[src/rtl/alu_pkg.sv]
// alu_pkg -- shared definitions for the sequential ALU slice.
//   ALU_WIDTH : default operand/result width
//   alu_op_e  : operation encodings carried on alu_op
//   state_e   : control FSM states (MULT exists only when ALU_MULT_EN is defined)
package alu_pkg;

  localparam int unsigned ALU_WIDTH = 32;

  typedef enum logic [2:0] {
    OP_AND  = 3'b000,
    OP_OR   = 3'b001,
    OP_ADD  = 3'b010,
    OP_SUB  = 3'b011,
    OP_XOR  = 3'b100,
    OP_NOR  = 3'b101,
    OP_SLT  = 3'b110,
    OP_MULT = 3'b111
  } alu_op_e;

  typedef enum logic [1:0] {
    IDLE = 2'd0,
    EXEC = 2'd1
`ifdef ALU_MULT_EN
    ,
    MULT = 2'd2
`endif
  } state_e;

endpackage

[src/rtl/mult32_shift_add.sv]
// mult32_shift_add -- iterative unsigned shift-add multiplier, one bit per step.
//   clk, rst_n : clock, synchronous active-low reset
//   load       : capture mcand/mplier and clear the accumulator
//   step       : perform one shift-add iteration
//   mcand      : multiplicand
//   mplier     : multiplier
//   product    : accumulator value as it will be after this cycle's edge
//                (includes the current step when step=1), so the caller can
//                register the full product on the same edge as the last step
module mult32_shift_add #(
  parameter int unsigned WIDTH = 32
) (
  input  logic               clk,
  input  logic               rst_n,
  input  logic               load,
  input  logic               step,
  input  logic [WIDTH-1:0]   mcand,
  input  logic [WIDTH-1:0]   mplier,
  output logic [2*WIDTH-1:0] product
);

  logic [WIDTH-1:0] mcand_q;
  logic [WIDTH-1:0] acc_hi;
  logic [WIDTH-1:0] acc_lo;
  logic [WIDTH-1:0] addend;
  logic [WIDTH:0]   sum;
  logic [WIDTH-1:0] hi_nxt;
  logic [WIDTH-1:0] lo_nxt;

  // Low half starts as the multiplier and is consumed LSB-first while
  // product bits shift in from the top.
  always_comb begin
    addend  = acc_lo[0] ? mcand_q : '0;
    sum     = {1'b0, acc_hi} + {1'b0, addend};
    hi_nxt  = sum[WIDTH:1];
    lo_nxt  = {sum[0], acc_lo[WIDTH-1:1]};
    product = step ? {hi_nxt, lo_nxt} : {acc_hi, acc_lo};
  end

  always_ff @(posedge clk) begin
    if (!rst_n) begin
      mcand_q <= '0;
      acc_hi  <= '0;
      acc_lo  <= '0;
    end else if (load) begin
      mcand_q <= mcand;
      acc_hi  <= '0;
      acc_lo  <= mplier;
    end else if (step) begin
      acc_hi  <= hi_nxt;
      acc_lo  <= lo_nxt;
    end
  end

endmodule

[src/rtl/alu_seq_32.sv]
// alu_seq_32 -- sequential ALU: single-cycle logic/arith ops, iterative multiply.
//   clk, rst_n      : clock, synchronous active-low reset
//   start           : request, accepted only while idle
//   alu_op          : operation, sampled with start
//   input1, input2  : operands A and B, sampled with start
//   busy            : high whenever not idle
//   done            : one-cycle pulse, outputs below are valid
//   result          : result (low word for multiply)
//   hi              : high word of multiply, untouched by other ops
//   zero            : result == 0
//   overflow        : signed overflow of ADD/SUB, 0 otherwise
// Build option: ALU_MULT_EN enables the MULT state and multiplier; without it
// op 111 completes through EXEC with result 0 and hi is constant 0.
module alu_seq_32
  import alu_pkg::*;
#(
  parameter int unsigned WIDTH = ALU_WIDTH
) (
  input  logic             clk,
  input  logic             rst_n,
  input  logic             start,
  input  logic [2:0]       alu_op,
  input  logic [WIDTH-1:0] input1,
  input  logic [WIDTH-1:0] input2,
  output logic             busy,
  output logic             done,
  output logic [WIDTH-1:0] result,
  output logic [WIDTH-1:0] hi,
  output logic             zero,
  output logic             overflow
);

  state_e           state;
  state_e           state_nxt;
  alu_op_e          op_q;
  logic [WIDTH-1:0] a_q;
  logic [WIDTH-1:0] b_q;
  logic             load_ops;
  logic             fin_exec;
  logic [WIDTH-1:0] sum;
  logic [WIDTH-1:0] diff;
  logic [WIDTH-1:0] exec_res;
  logic             exec_ovf;

`ifdef ALU_MULT_EN
  localparam int unsigned   CW   = (WIDTH > 1) ? $clog2(WIDTH) : 1;
  localparam logic [CW-1:0] LAST = CW'(WIDTH - 1);

  logic [CW-1:0]      cnt;
  logic               mult_load;
  logic               mult_step;
  logic               fin_mult;
  logic [WIDTH-1:0]   hi_q;
  logic [2*WIDTH-1:0] product;

  // Multiplier captures operands straight from the ports on the accepting
  // edge, in parallel with the local operand latches.
  mult32_shift_add #(
    .WIDTH(WIDTH)
  ) u_mult (
    .clk    (clk),
    .rst_n  (rst_n),
    .load   (mult_load),
    .step   (mult_step),
    .mcand  (input1),
    .mplier (input2),
    .product(product)
  );

  assign hi = hi_q;
`else
  assign hi = '0;
`endif

  always_comb begin
    exec_res = '0;
    exec_ovf = 1'b0;
    sum      = a_q + b_q;
    diff     = a_q - b_q;
    case (op_q)
      OP_AND:  exec_res = a_q & b_q;
      OP_OR:   exec_res = a_q | b_q;
      OP_ADD: begin
        exec_res = sum;
        exec_ovf = (a_q[WIDTH-1] == b_q[WIDTH-1]) && (sum[WIDTH-1] != a_q[WIDTH-1]);
      end
      OP_SUB: begin
        exec_res = diff;
        exec_ovf = (a_q[WIDTH-1] != b_q[WIDTH-1]) && (diff[WIDTH-1] != a_q[WIDTH-1]);
      end
      OP_XOR:  exec_res = a_q ^ b_q;
      OP_NOR:  exec_res = ~(a_q | b_q);
      OP_SLT:  exec_res = WIDTH'($signed(a_q) < $signed(b_q));
      default: exec_res = '0;
    endcase
  end

  always_ff @(posedge clk) begin
    if (!rst_n) begin
      state <= IDLE;
    end else begin
      state <= state_nxt;
    end
  end

  always_comb begin
    state_nxt = state;
    busy      = (state != IDLE);
    load_ops  = 1'b0;
    fin_exec  = 1'b0;
`ifdef ALU_MULT_EN
    mult_load = 1'b0;
    mult_step = 1'b0;
    fin_mult  = 1'b0;
`endif
    case (state)
      IDLE: begin
        if (start) begin
          load_ops  = 1'b1;
          state_nxt = EXEC;
`ifdef ALU_MULT_EN
          if (alu_op == OP_MULT) begin
            mult_load = 1'b1;
            state_nxt = MULT;
          end
`endif
        end
      end
      EXEC: begin
        fin_exec  = 1'b1;
        state_nxt = IDLE;
      end
`ifdef ALU_MULT_EN
      MULT: begin
        mult_step = 1'b1;
        if (cnt == LAST) begin
          fin_mult  = 1'b1;
          state_nxt = IDLE;
        end
      end
`endif
      default: state_nxt = IDLE;
    endcase
  end

  always_ff @(posedge clk) begin
    if (!rst_n) begin
      op_q     <= OP_AND;
      a_q      <= '0;
      b_q      <= '0;
      done     <= 1'b0;
      result   <= '0;
      zero     <= 1'b1;
      overflow <= 1'b0;
`ifdef ALU_MULT_EN
      cnt      <= '0;
      hi_q     <= '0;
`endif
    end else begin
      done <= fin_exec
`ifdef ALU_MULT_EN
              | fin_mult
`endif
              ;
      if (load_ops) begin
        op_q <= alu_op_e'(alu_op);
        a_q  <= input1;
        b_q  <= input2;
      end
      if (fin_exec) begin
        result   <= exec_res;
        zero     <= (exec_res == '0);
        overflow <= exec_ovf;
      end
`ifdef ALU_MULT_EN
      if (mult_load) begin
        cnt <= '0;
      end else if (mult_step) begin
        cnt <= cnt + 1'b1;
      end
      if (fin_mult) begin
        hi_q     <= product[2*WIDTH-1:WIDTH];
        result   <= product[WIDTH-1:0];
        zero     <= (product[WIDTH-1:0] == '0);
        overflow <= 1'b0;
      end
`endif
    end
  end

endmodule

[config.mk]
export PLATFORM = sky130hd
export DESIGN_NAME = alu_seq_32
export DESIGN_NICKNAME = d
export VERILOG_FILES = /design/src/rtl/alu_pkg.sv /design/src/rtl/mult32_shift_add.sv /design/src/rtl/alu_seq_32.sv
export SDC_FILE = /design/constraint.sdc
export NUM_CORES = 1
export LEC_CHECK = 0
export ABC_CLOCK_PERIOD_IN_PS = 10500
export CORE_MARGIN = 4
export CORE_UTILIZATION = 30
export DETAILED_ROUTE_END_ITERATION = 8
export SYNTH_ARGS = -nofsm -noshare
export SYNTH_HDL_FRONTEND = slang
export SYNTH_SLANG_ARGS = --single-unit
[constraint.sdc]
create_clock -name clk -period 10.5 [get_ports clk]
set_clock_uncertainty 0.15 [all_clocks]
set_input_delay 2.1 -clock clk [delete_from_list [all_inputs] [get_ports clk]]
set_output_delay 2.1 -clock clk [all_outputs]
set_load 0.01 [all_outputs]
==> impl_metrics.py, run 1 <==
metrics = {
    "detailed_routing": {
        "drcViolationCount": 0,
        "viasPerCell": 5.305,
        "routed_wirelength_um": 35100,
        "drtIter0Drc": 820,
        "met3_length_um": 2474,
        "wl_met1_um": 17500,
        "routedWlPerCell_um": 19.02,
        "dr_wl_met2_um": 14270,
        "routed.top_layer": "met4",
        "vias": 9788,
        "dr.pass1.iters": 5,
        "drtAntennaViolNets": 0,
    },
    "sta": {
        "drv_slew": 0,
        "max_freq_mhz": 200.4,
        "setup_slack_ps": 5510,
        "setup_tns_ps": 0,
        "holdWs_ps": 317.0,
        "rsz0062_at_grt": "no",
        "hold_viol": 0,
        "slew_headroom_pct": 25.88,
        "worst_pin_slew_ps": 1084,
        "min_period_ps": 4990,
        "fin_crit_sh_pct": 47.52,
        "finalSetupViolCount": 0,
    },
    "worst_setup_path": {
        "reg2reg_from": "op_q[2]$_SDFFE_PN0P_",
        "crit_path_max_fanout": 36,
        "rr_endpoint": "zero$_SDFFE_PN1P_",
        "critPathArrivalTime_ps": 5140,
        "endpoint": "zero$_SDFFE_PN1P_",
        "crit_type": "reg2reg",
        "start_kind": "register",
        "cp-end-kind": "register",
        "r2r_cells": 12,
        "crit_path_start": "op_q[2]$_SDFFE_PN0P_",
        "r2r_slack_ps": 5510,
        "required_ps": 10650,
    },
    "cts": {
        "hold_buffers": 0,
        "cts_tree": "yes",
        "clock_path_buffers": 2,
        "cts_inserted_buffers": 9,
        "postCtsSetupBuffers": 0,
        "h-tree-depth": 3,
        "root_buffer": "clkbuf_16",
        "clock_latency_ps": 380,
        "cts_sinks": 103,
        "path_clk_slew_ps": 80,
        "ctsResizeCount": 0,
    },
    "die": {
        "initial_core_util_pct": 30.34,
        "dieWidth_um": 189.2,
        "core-area_sq_mm": 0.03245,
        "num_io_pins": 138,
        "fp-row-count": 66,
        "die_h_um": 189.2,
        "die_area_sq_mm": 0.03579,
    },
    "yosys": {
        "netlist_instances": 1361,
        "ys.flop_type": "dfxtp_1",
        "synth_cell_type_count": 82,
        "async_flop_share_pct": 0,
        "synthTopCellsByCount": "nand2_1 (201), a21oi_1 (150), nor2_1 (111)",
        "synth_seq_cells": 103,
        "synthTopCellsByArea": "dfxtp_1 (21%), ha_1 (13%), nand2_1 (7.7%), a21oi_1 (7.6%), nor2_1 (4.2%)",
        "yosysMostFrequentCell": "nand2_1",
        "syn_area_per_cell_sq_um": 7.235,
        "synth_top_area_cell": "dfxtp_1",
        "synth_area_sq_mm": 0.009847,
        "ys_seq_area_share_pct": 20.94,
        "synth_top_area_share_pct": 20.94,
        "yosys_warnings": 0,
        "synth-edff-count": 0,
    },
    "power_and_ir_drop": {
        "leakagePower_nw": 4.306,
        "ir_drop_uv": 78.90,
        "power_density_mw_per_mm2": 113.0,
    },
    "global_route": {
        "grt.overflow.total": 0,
        "grt_pass1_vias": 9318,
        "grt_max_degree": 69,
        "grtUsageTotal_pct": 19.13,
        "grt_pass1_wl_um": 54220,
        "antenna_found_initial": 0,
    },
    "placed_design": {
        "dp_hpwl_um": 26770,
        "gp_congestion": 0.9429,
        "post-place-ws_ps": 5596,
        "port_buffers": 105,
    },
    "flow_run": {
        "maxCapViolCount": 0,
    },
    "finish": {
        "nets": 1573,
        "syn2layout_area_growth_pct": 15.43,
        "drive_gt1_share_pct": 4.775,
        "antenna_cells": 0,
    },
    "worst_hold_path": {
        "holdCritPathClass": "reg2reg",
    },
    "status": {
        "status": "completed",
    },
}
-- critical path, stage by stage, from the launching register on --
cell	delay (ps)
dfxtp_2	910
buf_4	620
nor2b_1	90
buf_4	240
nand2_1	720
nor3_1	140
a211o_1	280
nor3_1	460
nand3_1	190
or4_1	550
nor4_2	210
nand2_1	100
o31ai_2	210
-- state kept, by name, summed over array words and instances, names as in the netlist --
register  cells
overflow      1
a_q          32
op_q          3
done          1
result       32
b_q          32
state         1
zero          1
-- placed cells by master, fill, tap and decap left out, types with 10 or more instances in the layout --
cell | netlist | routed
conb_1 | 1 | 32
buf_4 | 38 | 15
mux2i_1 | 29 | 29
nand4_1 | 11 | 11
a211oi_1 | 40 | 40
a21oi_1 | 150 | 150
ha_1 | 102 | 102
dfxtp_1 | 103 | 101
xnor2_1 | 34 | 34
nor4_1 | 12 | 12
o31ai_1 | 17 | 17
a21o_1 | 10 | 10
o221ai_1 | 12 | 12
nand3_1 | 18 | 18
o21ai_0 | 50 | 50
clkdlybuf4s50_1 | 0 | 105
inv_1 | 98 | 98
nand2_1 | 201 | 200
o211ai_1 | 16 | 16
nor3_1 | 28 | 27
nor2_1 | 111 | 110
-- cells by family after synthesis --
group / Yosys count / share of synthesized area, %
fa+ha+maj: 104 / 13.37
mux: 32 / 3.291
xor+xnor: 43 / 3.825
compound gates: 412 / 28.18
simple gates: 441 / 20.09
buf+inv: 225 / 10.27
other cells: 1 / 0.03808
flops: 103 / 20.94
-- per-stage QoR --
stage	cells	utilization (%)	power [mW]	area, sq um
after global placement	1830	34.10	0.9266	11070
after detailed placement	1830	34.10	0.9286	11070
after global routing	1845	35.02	1.354	11370
after floorplan	1392	-	0.7732	9963
after CTS	1845	35.02	1.288	11370
final	1845	35.02	1.284	11370
-- per-layer routing --
metal | vias to the layer above | global-route usage, %
li1 | 4802 | -
met4 | 0 | 6.390
met5 | - | 0
met2 | 332 | 27.65
met1 | 4607 | 28.55
met3 | 47 | 3.374
-- worst min-delay path by stage --
stage                                 endpoint                 start  slack, ps  cells after the start
after floorplan           b_q[10]$_SDFFE_PN0P_  b_q[10]$_SDFFE_PN0P_        300                      2
after global placement    op_q[1]$_SDFFE_PN0P_  op_q[1]$_SDFFE_PN0P_        290                      2
after detailed placement  op_q[0]$_SDFFE_PN0P_  op_q[0]$_SDFFE_PN0P_        300                      2
after CTS                 op_q[0]$_SDFFE_PN0P_  op_q[0]$_SDFFE_PN0P_        310                      2
after global routing      op_q[0]$_SDFFE_PN0P_  op_q[0]$_SDFFE_PN0P_        330                      2
final                     op_q[0]$_SDFFE_PN0P_  op_q[0]$_SDFFE_PN0P_        320                      2
-- power by group --
group | internal, mW | switching, mW
combinational | 0.184 | 0.304
sequential | 0.414 | 0.0236
clock | 0.190 | 0.168
-- area by class of cell --
cell class,instances,area (sq um)
Fill cell,3514,21090
Multi-Input combinational cell,1064,6908
Sequential cell,103,2064
Timing Repair Buffer,120,1164
Tap cell,442,553.0
Inverter,101,379.1
Clock buffer,10,239.0
Clock inverter,5,58.81
(Power assumes the default switching activity.)
==> run 2, diff against run 1 <==
--- a/config.mk
+++ b/config.mk
@@ -5,7 +5,7 @@
 export SDC_FILE = /design/constraint.sdc
 export NUM_CORES = 1
 export LEC_CHECK = 0
-export ABC_CLOCK_PERIOD_IN_PS = 10500
+export ABC_CLOCK_PERIOD_IN_PS = 4300
 export CORE_MARGIN = 4
 export CORE_UTILIZATION = 30
 export DETAILED_ROUTE_END_ITERATION = 8
==> constraint.sdc (replaced) <==
create_clock -name clk -period 4.3 [get_ports clk]
set_clock_uncertainty 0.15 [all_clocks]
set_input_delay 0.86 -clock clk [delete_from_list [all_inputs] [get_ports clk]]
set_output_delay 0.86 -clock clk [all_outputs]
set_load 0.01 [all_outputs]
==> impl_metrics.py, run 2 (synthesized netlist as in run 1, its figures left out) <==
metrics = {
    "placed_design": {
        "gp_congestion": 0.9827,
        "port_buffers": 105,
        "dp_hpwl_um": 29830,
    },
    "worst_setup_path": {
        "r2r_cells": 13,
        "rr_endpoint": "zero$_SDFFE_PN1P_",
        "r2r_slack_ps": 220,
        "required_ps": 4440,
        "cp-end-kind": "register",
        "critPathArrivalTime_ps": 4220,
        "reg2reg_from": "a_q[1]$_SDFFE_PN0P_",
        "crit_path_max_fanout": 4,
        "crit_type": "reg2reg",
        "start_kind": "register",
    },
    "finish": {
        "fillers": 3479,
        "final-seq-area_sq_mm": 0.002064,
        "nets": 1647,
        "antenna_cells": 0,
        "reg_top3": "a_q (32), b_q (32), result (32)",
        "drive_gt1_share_pct": 10.49,
        "multi_input_area_sq_mm": 0.006967,
        "final_cell_mix": "nand2_1 (200), a21oi_1 (147), nor2_1 (110)",
        "syn2layout_area_growth_pct": 22.26,
        "final_common_cell": "nand2_1",
    },
    "sta": {
        "fin_crit_sh_pct": 94.87,
        "setup_tns_ps": 0,
        "hold_viol": 0,
        "rsz0062_at_grt": "no",
        "holdWs_ps": 326.8,
        "max_freq_mhz": 245.1,
        "slew_headroom_pct": 51.22,
        "drv_slew": 0,
        "finalSetupViolCount": 0,
        "worst_pin_slew_ps": 725.1,
        "min_period_ps": 4079,
    },
    "power_and_ir_drop": {
        "power_mw": 3.343,
        "power_density_mw_per_mm2": 277.7,
        "leakagePower_nw": 4.706,
        "ir_drop_uv": 189.1,
    },
    "cts": {
        "clock_path_buffers": 2,
        "cts_tree": "yes",
        "cts_inserted_buffers": 9,
        "cts_sinks": 103,
        "root_buffer": "clkbuf_16",
        "path_clk_slew_ps": 80,
        "h-tree-depth": 3,
        "clock_latency_ps": 380,
    },
    "global_route": {
        "antenna_found_initial": 0,
        "grt_pass1_wl_um": 57200,
        "grt_pass1_vias": 9787,
        "grt.overflow.total": 0,
        "grtUsageTotal_pct": 20.29,
        "grt_max_degree": 54,
    },
    "detailed_routing": {
        "routedWlPerCell_um": 19.47,
        "dr.pass1.iters": 5,
        "drcViolationCount": 0,
        "vias": 10100,
        "drtIter0Drc": 761,
        "routed_wirelength_um": 37380,
        "viasPerCell": 5.262,
        "drtAntennaViolNets": 0,
    },
    "flow_run": {
        "maxCapViolCount": 0,
    },
    "die": {
        "die_area_sq_mm": 0.03579,
        "num_io_pins": 138,
        "die_h_um": 189.2,
        "initial_core_util_pct": 30.34,
        "core-area_sq_mm": 0.03245,
        "dieWidth_um": 189.2,
        "fp-row-count": 66,
    },
    "worst_hold_path": {
        "hold_path_depth": 2,
        "holdCritPathClass": "reg2reg",
        "hold-path-endpoint": "b_q[6]$_SDFFE_PN0P_",
        "hp-start": "b_q[6]$_SDFFE_PN0P_",
    },
    "status": {
        "status": "completed",
    },
}
## run 2: changes by cell type in the layout (fill, tap and decap cells not counted), sizes merged
cell,delta
buf,+74
bufinv,+1
clkinvlp,-1
inv,+1
## run 2: critical path, stage by stage (launching register included)
cell,delay [ps]
dfxtp_1,380
inv_1,120
ha_1,350
a21o_1,150
and4_2,300
o21ai_0,160
a21boi_0,620
a21o_1,280
mux2_2,350
a221oi_1,310
o211ai_1,160
nor4_2,350
nand2_1,110
o31ai_2,210
## run 2: metrics by stage
step	util [%]	std cells	area [sq um]	setup slack (ps)
2_1_floorplan	-	1392	9963	689.0
3_3_place_gp	35.89	1904	11650	-3.000
3_5_place_dp	35.89	1904	11650	-13.96
4_1_cts	36.93	1920	11990	127.6
5_1_grt	37.10	1920	12040	4.772
6_report	37.10	1920	12040	220.5
## run 2: final cells by class
type	count	share of cell area (%)
multi-input cells	1064	57.87
clock inverters	6	0.7691
inverters	101	3.149
flip-flops and latches	103	17.15
clock buffers	10	1.985
well taps	442	4.594
repair buffers	194	14.49
## run 2: metal layers
layer  global-route usage, %  vias to the layer above  part of all wire [%]
li1                        -                     4947                     -
met1                   29.83                     4743                    50
met2                   29.85                      368                    41
met3                   4.038                       45                   7.3
met4                   6.082                        0                   2.0
met5                       0                        -                     0
## run 2: where the power goes
group	switching (mW)	internal [mW]	leakage [nW]	total, mW
combinational	0.786	0.538	3.70	1.32
sequential	0.0591	1.01	0.847	1.07
clock	0.417	0.531	0.161	0.949
total	1.26	2.08	4.71	3.34
## run 2: worst max-delay path by stage
stage,start,to,cells after the start
after floorplan,a_q[0]$_SDFFE_PN0P_,zero$_SDFFE_PN1P_,14
after global placement,a_q[5]$_SDFFE_PN0P_,zero$_SDFFE_PN1P_,14
after detailed placement,a_q[5]$_SDFFE_PN0P_,zero$_SDFFE_PN1P_,14
after CTS,a_q[5]$_SDFFE_PN0P_,zero$_SDFFE_PN1P_,14
after global routing,a_q[9]$_SDFFE_PN0P_,zero$_SDFFE_PN1P_,13
final,a_q[1]$_SDFFE_PN0P_,zero$_SDFFE_PN1P_,13
## run 2: repair_timing
item                       in CTS  in global routing
resized for setup               1                 13
setup endpoints to repair       1                  1
pin swaps                       0                  0
hold buffers                    0                  0
buffers inserted                0                  0
==> run 3, diff against run 2 <==
--- a/config.mk
+++ b/config.mk
@@ -9,6 +9,7 @@
 export CORE_MARGIN = 4
 export CORE_UTILIZATION = 30
 export DETAILED_ROUTE_END_ITERATION = 8
+export GPL_TIMING_DRIVEN = 0
 export SYNTH_ARGS = -nofsm -noshare
 export SYNTH_HDL_FRONTEND = slang
 export SYNTH_SLANG_ARGS = --single-unit
==> impl_metrics.py, run 3 (synthesized netlist as in run 1, its figures left out) <==
metrics = {
    "sta": {
        "max_freq_mhz": 239.3,
        "min_period_ps": 4179,
        "rsz0062_at_grt": "no",
        "slew_headroom_pct": 26.08,
        "finalSetupViolCount": 0,
        "drv_slew": 0,
        "hold_viol": 0,
        "worst_pin_slew_ps": 1105,
        "fin_crit_sh_pct": 97.18,
        "setup_slack_ps": 121.2,
    },
    "finish": {
        "fin_cells": 1954,
        "reg_top3": "a_q (32), b_q (32), result (32)",
        "drive_gt1_share_pct": 8.598,
        "fin_area_sq_mm": 0.01209,
        "final_common_cell": "nand2_1",
        "syn2layout_area_growth_pct": 22.82,
        "nets": 1681,
        "antenna_cells": 0,
        "final_cell_mix": "nand2_1 (201), a21oi_1 (146), nor2_1 (110)",
    },
    "die": {
        "core-area_sq_mm": 0.03245,
        "initial_core_util_pct": 30.34,
        "dieWidth_um": 189.2,
        "die_h_um": 189.2,
        "fp-row-count": 66,
        "die_area_sq_mm": 0.03579,
        "num_io_pins": 138,
    },
    "detailed_routing": {
        "viasPerCell": 5.351,
        "vias": 10460,
        "routedWlPerCell_um": 20.90,
        "drtIter0Drc": 963,
        "drtAntennaViolNets": 0,
        "drcViolationCount": 0,
        "dr.pass1.iters": 6,
        "routed_wirelength_um": 40830,
    },
    "cts": {
        "clock_path_buffers": 2,
        "h-tree-depth": 3,
        "clock_latency_ps": 380,
        "cts_tree": "yes",
        "cts_sinks": 103,
        "path_clk_slew_ps": 90,
        "postCtsSetupBuffers": 0,
        "root_buffer": "clkbuf_16",
        "cts_inserted_buffers": 9,
    },
    "worst_hold_path": {
        "holdCritPathClass": "reg2reg",
        "hold_path_depth": 2,
        "hp-start": "b_q[7]$_SDFFE_PN0P_",
        "hold-path-endpoint": "b_q[7]$_SDFFE_PN0P_",
    },
    "power_and_ir_drop": {
        "ir_drop_uv": 199.8,
        "power_mw": 3.309,
        "leakagePower_nw": 4.658,
        "power_density_mw_per_mm2": 273.6,
    },
    "worst_setup_path": {
        "cp-end-kind": "register",
        "required_ps": 4460,
        "rr_endpoint": "zero$_SDFFE_PN1P_",
        "critPathArrivalTime_ps": 4340,
        "r2r_cells": 14,
        "reg2reg_from": "a_q[4]$_SDFFE_PN0P_",
        "crit_path_start": "a_q[4]$_SDFFE_PN0P_",
        "crit_type": "reg2reg",
        "start_kind": "register",
        "r2r_slack_ps": 120,
        "crit_path_max_fanout": 9,
    },
    "flow_run": {
        "maxCapViolCount": 0,
    },
    "global_route": {
        "grt_max_degree": 20,
        "grt.overflow.total": 0,
        "antenna_found_initial": 0,
        "grt_pass1_vias": 10020,
        "grtUsageTotal_pct": 22.27,
        "grt_pass1_wl_um": 61050,
    },
    "placed_design": {
        "port_buffers": 105,
        "dp_hpwl_um": 32480,
        "gp_congestion": 0.9670,
        "place_inst": 1939,
        "post-place-ws_ps": -171.1,
        "place_area_sq_mm": 0.01157,
    },
    "status": {
        "status": "completed",
    },
}
## run 3: cell types whose count changed in the layout (fill, tap and decap cells not counted), moves of 3 or more
cell       before  now
clkbuf_1        0   59
buf_4          87   38
buf_2           0   13
clkbuf_2        0    7
buf_1           0    5
inv_6           0    5
o21ai_0        50   46
o21ai_1         0    4
a2111oi_0       6    3
a2111oi_4       0    3
## run 3: final cells by class
class                      count  area [sq um]
fill                        3502         20360
multi-input combinational   1064          7104
sequential                   103          2062
timing repair buffer         105          1051
buffer                       123         636.9
tap                          442         553.0
inverter                     101         379.1
clock buffer                   9         225.2
clock inverter                 7         82.58
## run 3: repair_timing
action                     4_1_cts  5_1_grt
hold endpoints to repair         0        0
pin swaps                        0        2
setup endpoints to repair        1        3
gates cloned                     0        0
hold buffers                     0        0
resized for setup                7       49
## run 3: where the power goes
group | switching, mW | total [mW] | leakage, nW | internal (mW)
clock | 0.442 | 0.906 | 0.152 | 0.464
combinational | 0.834 | 1.33 | 3.66 | 0.501
sequential | 0.0571 | 1.07 | 0.846 | 1.01
total | 1.33 | 3.31 | 4.66 | 1.98
## run 3: metal layers
| metal | up-vias | global-route usage, % | part of all wire (%) |
|---|---|---|---|
| li1 | 5034 | - | - |
| met1 | 4870 | 31.82 | 46 |
| met2 | 484 | 33.60 | 43 |
| met3 | 68 | 4.978 | 8.5 |
| met4 | 0 | 6.446 | 2.5 |
| met5 | - | 0 | 0 |
## run 3: how the worst max path moves through the flow
stage                        endpoint  slack (ps)
floorplan           zero$_SDFFE_PN1P_         690
global placement    zero$_SDFFE_PN1P_        -170
detailed placement  zero$_SDFFE_PN1P_        -170
CTS                 zero$_SDFFE_PN1P_           3
global route        zero$_SDFFE_PN1P_           6
finish              zero$_SDFFE_PN1P_         120
## run 3: critical path, stage by stage (launching register included)
cell and delay (ps):
dfxtp_1 390, inv_1 60, ha_1 280, buf_2 180
a21o_1 190, a31o_2 260, or2_2 340, mux2i_1 170
o221ai_1 350, nor3_2 380, nand3_1 170, or4_1 590
nor4_4 260, nand2_1 130, o31ai_2 210
## run 3: through the flow
step	util, %	TNS, ps	hold slack [ps]
2_1_floorplan	-	0	303.0
3_3_place_gp	35.64	-165.4	312.2
3_5_place_dp	35.64	-171.1	320.2
4_1_cts	36.64	0	332.6
5_1_grt	37.27	0	348.9
6_report	37.27	0	328.5
